$ cat src/rtl/llr_frame_loader.sv
// llr_frame_loader: quantizes channel soft values into saturated LLRs and
// assembles one N-entry codeword frame, presented as a flat bus held until
// the decoder acknowledges it.
// Optional build macro LLR_SAT_STATS_EN adds sat_cnt, the per-frame count of
// saturated samples.
module llr_frame_loader #(
  parameter int N        = 198,
  parameter int IN_W     = 12,
  parameter int IN_FRAC  = 4,
  parameter int LLR_W    = 8,
  parameter int LLR_FRAC = 2
) (
  input  logic                   clk,
  input  logic                   rst,
  input  logic                   in_valid,
  output logic                   in_ready,
  input  logic signed [IN_W-1:0] in_data,
  input  logic                   in_last,
  input  logic                   flush,
  output logic                   frame_valid,
  input  logic                   frame_ack,
  output logic [N*LLR_W-1:0]     llr_out,
  output logic                   frame_err
`ifdef LLR_SAT_STATS_EN
  ,
  output logic [15:0]            sat_cnt
`endif
);

  localparam int CNT_W   = $clog2(N);
  localparam int SHIFT   = IN_FRAC - LLR_FRAC;
  localparam int SAT_MAX = 2**(LLR_W-1) - 1;
  localparam logic [CNT_W-1:0] CNT_LAST = CNT_W'(N-1);

  // Floor-shift to the LLR scale, then clamp symmetrically so the most
  // negative code never reaches the decoder.
  function automatic logic signed [LLR_W-1:0] quantize(input logic signed [IN_W-1:0] x);
    logic signed [IN_W-1:0] sh;
    sh = x >>> SHIFT;
    if (int'(sh) > SAT_MAX)
      return LLR_W'(SAT_MAX);
    else if (int'(sh) < -SAT_MAX)
      return LLR_W'(-SAT_MAX);
    else
      return LLR_W'(sh);
  endfunction

  typedef enum logic {FILL, HOLD} state_t;

  state_t                   state, state_n;
  logic [CNT_W-1:0]         cnt, cnt_n;
  logic                     err_n;
  logic                     wr_en;
  logic                     xfer;
  logic signed [LLR_W-1:0]  q;
  logic signed [LLR_W-1:0]  slot [N];

  assign xfer        = in_valid && in_ready;
  assign q           = quantize(in_data);
  assign frame_valid = (state == HOLD);

  // Next-state logic: slot write, length checking, flush and acknowledge.
  always_comb begin
    state_n = state;
    cnt_n   = cnt;
    err_n   = 1'b0;
    wr_en   = 1'b0;
    case (state)
      FILL: begin
        if (flush) begin
          cnt_n = '0;
        end else if (xfer) begin
          wr_en = 1'b1;
          if (cnt == CNT_LAST && in_last) begin
            state_n = HOLD;
          end else if (in_last || cnt == CNT_LAST) begin
            err_n = 1'b1;
            cnt_n = '0;
          end else begin
            cnt_n = cnt + CNT_W'(1);
          end
        end
      end
      HOLD: begin
        if (frame_ack) begin
          state_n = FILL;
          cnt_n   = '0;
        end
      end
      default: state_n = FILL;
    endcase
  end

  // Control registers; in_ready is registered so it never depends on frame_ack combinationally.
  always_ff @(posedge clk or negedge rst) begin
    if (!rst) begin
      state     <= FILL;
      cnt       <= '0;
      frame_err <= 1'b0;
      in_ready  <= 1'b0;
    end else begin
      state     <= state_n;
      cnt       <= cnt_n;
      frame_err <= err_n;
      in_ready  <= (state_n == FILL);
    end
  end

  // Frame storage; slots written by an aborted frame are simply overwritten later.
  always_ff @(posedge clk or negedge rst) begin
    if (!rst) begin
      for (int k = 0; k < N; k++) slot[k] <= '0;
    end else if (wr_en) begin
      slot[cnt] <= q;
    end
  end

  for (genvar k = 0; k < N; k++) begin : g_out
    assign llr_out[k*LLR_W +: LLR_W] = slot[k];
  end

`ifdef LLR_SAT_STATS_EN
  function automatic logic saturates(input logic signed [IN_W-1:0] x);
    logic signed [IN_W-1:0] sh;
    sh = x >>> SHIFT;
    return (int'(sh) > SAT_MAX) || (int'(sh) < -SAT_MAX);
  endfunction

  logic sat_hit;
  assign sat_hit = saturates(in_data);

  // Saturation counter: restarts with sample 0, cleared on flush/error, frozen in HOLD.
  always_ff @(posedge clk or negedge rst) begin
    if (!rst) begin
      sat_cnt <= '0;
    end else if (state == FILL) begin
      if (flush) begin
        sat_cnt <= '0;
      end else if (xfer) begin
        if (err_n)
          sat_cnt <= '0;
        else if (cnt == '0)
          sat_cnt <= {15'd0, sat_hit};
        else if (sat_hit && sat_cnt != 16'hFFFF)
          sat_cnt <= sat_cnt + 16'd1;
      end
    end
  end
`endif

endmodule
$ cat config.mk
export PLATFORM = sky130hd
export DESIGN_NAME = llr_frame_loader
export DESIGN_NICKNAME = d
export VERILOG_FILES = /design/src/rtl/llr_frame_loader.sv
export SDC_FILE = /design/constraint.sdc
export NUM_CORES = 2
export LEC_CHECK = 0
export BUFFER_PORTS_ARGS = -buffer_cell sky130_fd_sc_hd__buf_2
export CELL_PAD_IN_SITES_DETAIL_PLACEMENT = 1
export CELL_PAD_IN_SITES_GLOBAL_PLACEMENT = 2
export CORE_AREA = 2 2 618 620
export CTS_BUF_LIST = sky130_fd_sc_hd__clkbuf_16
export DETAILED_ROUTE_END_ITERATION = 6
export DIE_AREA = 0 0 620 622
export PLACE_DENSITY = 0.43
export SYNTH_ARGS = -nofsm -noshare
export SYNTH_HDL_FRONTEND = slang
export SYNTH_SLANG_ARGS = --single-unit
$ cat constraint.sdc
create_clock -name clk -period 5.2 [get_ports clk]
set_clock_uncertainty 0.05 [all_clocks]
set_input_delay 1.04 -clock clk [delete_from_list [all_inputs] [get_ports clk]]
set_output_delay 1.04 -clock clk [all_outputs]
set_load 0.05 [all_outputs]
# == Yosys cells after proc, flatten, opt, wreduce, memory -nomap -nowiden ==
# Cells that the tools add are included.
# op_classes
add_sub_neg,1
n_lt_le_gt_ge,4
n_eq_ne,4
muxes,24
bitwise_logic,3
n_reduce_logical,5
# ops
op,n
$bwmux W1584,1
$demux W8 S8,1
$mux W8,8
$pmux W8 S2,1
$mux W1,12
$gt A10 B8 Y1 const B,1
$lt A10 B8 Y1 const B,1
$ge A9 B9 Y1 const B,1
$lt A9 B1 Y1 const B,1
$not A8 Y9,1
$add A8 B1 Y8 const B,1
$eq A8 B8 Y1 const B,1
$ne A3 B3 Y1 const B,2
$logic_and A1 B1 Y1,3
$reduce_and A3 Y1,1
$ne A2 B2 Y1 const B,1
$not A1 Y1,2
$pmux W1 S2,1
$logic_or A1 B1 Y1,1
# totals
register_bits,1595
output_inout_bits,1587
wordCells,243

# == Longest topological paths before layout ==
# depth
word_depth,7
depth_mapped,12

# == Worst setup path after synthesis ==
# OpenSTA, ideal clock, no wires.
# synth_timing
path_type,reg2reg
startpoint,register cnt[1]
endpoint,register cnt[6]
setup_time_ns,0.110
arrival_time_ns,2.606
required_ns,5.040
setup_slack_ns,2.434
stages_incl_launch_ff,12
n_path_buf,4
period_less_slack_ns,2.766
cell_sequence,dfrtp_1 -> inv_1 -> ha_1 -> clkbuf_1 -> buf_2 -> nand3_1 -> ha_1 -> or3b_2 -> clkbuf_1 -> or2_2 -> clkbuf_1 -> o41ai_1
# synth_between
elab_chain_cells,7
elab_cells_between_ends,11
classes_between,1 x add/sub; 2 x eq/ne; 5 x mux; 3 x reduce/logical
# synth_rtl
item,line,text
from (decl),51,"logic [CNT_W-1:0] cnt, cnt_n;"
from (signal assigned),103,cnt <= cnt_n;
branches (longest 7 deep; another with $add A8 B1 Y8),--,
# Several ways; the timed one is not identified. The select of a mux whose other input is x is not followed.
# A chain may end at the register's enable or synchronous reset.

# == Final worst setup path ==
# layout_timing
startpoint,register cnt[5]
endpoint,register slot (netlist bit llr_out[1391])
# layout_between
elab_chain_cells,6
elab_cells_between_ends,7
classes_between,2 x order compare; 3 x mux; 1 x bitwise; 1 x reduce/logical
# layout_rtl
item,line,text
$not A8 Y9 (implied by the code) *,114,slot[cnt] <= q;
$ge A9 B9 Y1 (implied by the code) / $lt A9 B1 Y1 (equally long branches),114,
$logic_and A1 B1 Y1 (implied by the code),114,
$mux W8 (implied by the code),114,
$demux W8 S8 *,114,
$bwmux W1584 *,114,
"to (signal, indexed assignment)",114,
to (decl),56,logic signed [LLR_W-1:0] slot [N];
# Mark *: on every way between the ends. The rest lies on a longest branch, timed or not.

==> results.md <==
- Outcome: finished, final reports clean
- Area growth syn-to-layout: 33.9%
- Actual slew at the worst max-slew pin: 1.09 ns
- Nets: 6736
- Critical path endpoint category: flop
- Hold crit path type: input pin to async pin
- DR vias: 45300
- Final WS setup: 1.51 ns
- Min Tclk post-route: 3.69 ns
- Post-Syn Instances: 5245
- GRT overflow: 0
- Antenna violations before repair: 30
- CTS Buf Count: 203
- Int Power: 20.2 mW
- DIE AREA: 0.386 mm^2
- Top cell type's share of synthesized area: 67.2%
- Post-CTS setup buffer count: 0
- # fillers: 43400
- Max-cap violations: 0
- Post-DP HPWL: 224 mm
- Vias in the first global route: 47100
- Power share of the clock group: 48.9%
- Seq pwr share: 45.7%
- Crit start category: flop
- CP Class: flop to flop
- Hold Buf Count CTS: 0
- Die Ht: 622 um
- Worst-Skew Late Latency: 0.87 ns
- Critical Path AT: 4.38 ns
- Maximum fanout along the worst path: 18
- Sequential share of the synthesized area: 67.2%
- Switching power: 7.16 mW
- Synth Net Count: 5269
- Num Clock Sinks: 1595
- Top post-synthesis cells by area: dfrtp_1, o21ai_0, nand2_1
- Average size of a mapped cell: 11.3 um^2
- Synth cell types: 50
- First-pass detailed-route iteration total: 4
- Comb pwr share: 5.5%
- First-pass GRT wire length: 430 mm
- Iter 0 DRT Violations: 2033
- Routed WL: 318 mm
- Largest net degree at the start of global routing: 129
- Most frequent cells in the layout: buf_2, dfrtp_1, nand2_1, o21ai_0, mux2_2
- Max-Slew Margin vs Limit: 26.7%
- Drt drc: 0
- Sw Ratio: 26.1%
- Vias per inst: 3.81
- Avg WL per Cell: 26.7 um
- GP Congestion: 0.753
- Asr flop ratio synth: 100%
- Peak VDD IR: 0.241 mV
- Initial core utilization: 15.7%
- Power Density: 345 mW/mm^2
- Core footprint: 0.378 mm^2
- Layout cells sized above 1: 34.8%
- Main flop type after synthesis: dfrtp_1
- FF+latch count, synth: 1595
- Leak pwr: 41.0 nW
- CTS max path bufs: 4
- Antenna viol nets, final: 0
- Post-CTS sizing: 0
- Flop2flop setup slack: 1.51 ns
- # IOs: 1605
- Setup violators final: 0
- RSZ-0062 raised after global routing: no
- Worst EP required: 5.89 ns
- Cell Area, Synth: 0.0594 mm^2
- Root buffer cell: clkbuf_16
- Hold Vio Cnt, Final: 0
- Dpl ws: 1.36 ns
- Cell taking the most area after synthesis: dfrtp_1
- Num rows: 226
- CTS tree: built
- Port Buffers: 1602
- Post-route clock period utilization: 70.9%
- Slew Limit Fails: 0
- Synth warn: 0
- EDFF count, synth: 0
- Setup_tns: 0 ns
- Clock Pin Slew Worst Setup and Hold Paths: 0.06 ns
- Commonest non-fill, non-tap cell in the layout: buf_2
- Max Fclk: 0.271 GHz
- Overall Global Routing Usage: 16.0%
- Die X: 620 um
- CTS HTree Levels: 4
through the flow:
stage / instance area [um^2] / total power [mW] / hold WS [ns] / utilization, % / std cells
2_1_floorplan: 59400 / 13.3 / 0.464 / - / 5245
3_3_place_gp: 73400 / 14.3 / 0.408 / 19.4 / 11500
3_5_place_dp: 73400 / 14.4 / 0.414 / 19.4 / 11500
4_1_cts: 79500 / 28.1 / 0.0585 / 21.0 / 11900
5_1_grt: 79500 / 28.5 / 0.0386 / 21.0 / 11900
6_report: 79500 / 27.4 / 0.0546 / 21.0 / 11900
flip-flops by register name, indices dropped and copies added (netlist names):
signal       cells
cnt              8
frame_err        1
frame_valid      1
in_ready         1
llr_out       1584
Yosys cell counts (7+ instances only):
cell type  instances
a21oi_4            9
buf_2             87
buf_4             31
clkbuf_1         322
dfrtp_1         1595
mux2_2           269
mux2_4             7
nand2_1         1314
nand4_1          114
nand4_2           61
nand4_4           10
nor2_1            22
nor3b_4           12
o21ai_0         1288
o21ai_1            9
o21ai_2            7
area by class of cell:
| cell class | count | area, um^2 | share of cell area (%) |
|---|---|---|---|
| sequential | 1595 | 39900 | 50.2 |
| multi-input combinational | 3191 | 17800 | 22.4 |
| timing repair buffer | 1715 | 9400 | 11.8 |
| tap | 5016 | 6280 | 7.89 |
| clock buffer | 207 | 5180 | 6.51 |
| clock inverter | 152 | 928 | 1.17 |
| antenna | 10 | 25.0 | 0.0315 |
| inverter | 6 | 22.5 | 0.0283 |
cell families after synthesis:
group	share of synthesized area (%)
fa+ha+maj	0.126
compound gates	11.7
flops	67.2
buf+inv	3.40
simple gates	12.3
mux	5.28
power by group through the flow:
stage,Clock [mW],Sequential [mW],Combinational [mW]
after CTS,14.0,12.5,1.62
after global placement,0,12.7,1.60
final,13.4,12.5,1.50
after detailed placement,0,12.7,1.62
after floorplan,0,13.0,0.334
after global routing,14.4,12.5,1.63
worst paths after layout:
path | from | endpoint | cells past startpoint
worst min register to register | llr_out[709] | llr_out[709] | 2
worst max register to register | cnt[5] | llr_out[1391] | 3
worst min-delay path | rst | llr_out[1165] | 1
max in group asynchronous | rst | llr_out[98] | 2
worst max-delay path | cnt[5] | llr_out[1391] | 3
min in group clk | llr_out[709] | llr_out[709] | 2
critical path: stages, from the launching register on:
cell	delay [ns]
dfrtp_1	0.88
and4bb_2	1.01
nand4_1	0.95
mux2_2	0.59
metal layers:
metal  wire (um)  up-vias  share of wire, %  GRT usage [%]
met1      123000    23100                39           18.1
met3       20800      353               6.5           4.28
li1            -    20700                 -              -
met2      164000     1174                51           29.1
met4       10500        0               3.3           4.99
met5           0        -                 0              0
No activity file was read; power rests on OpenSTA's default activity.
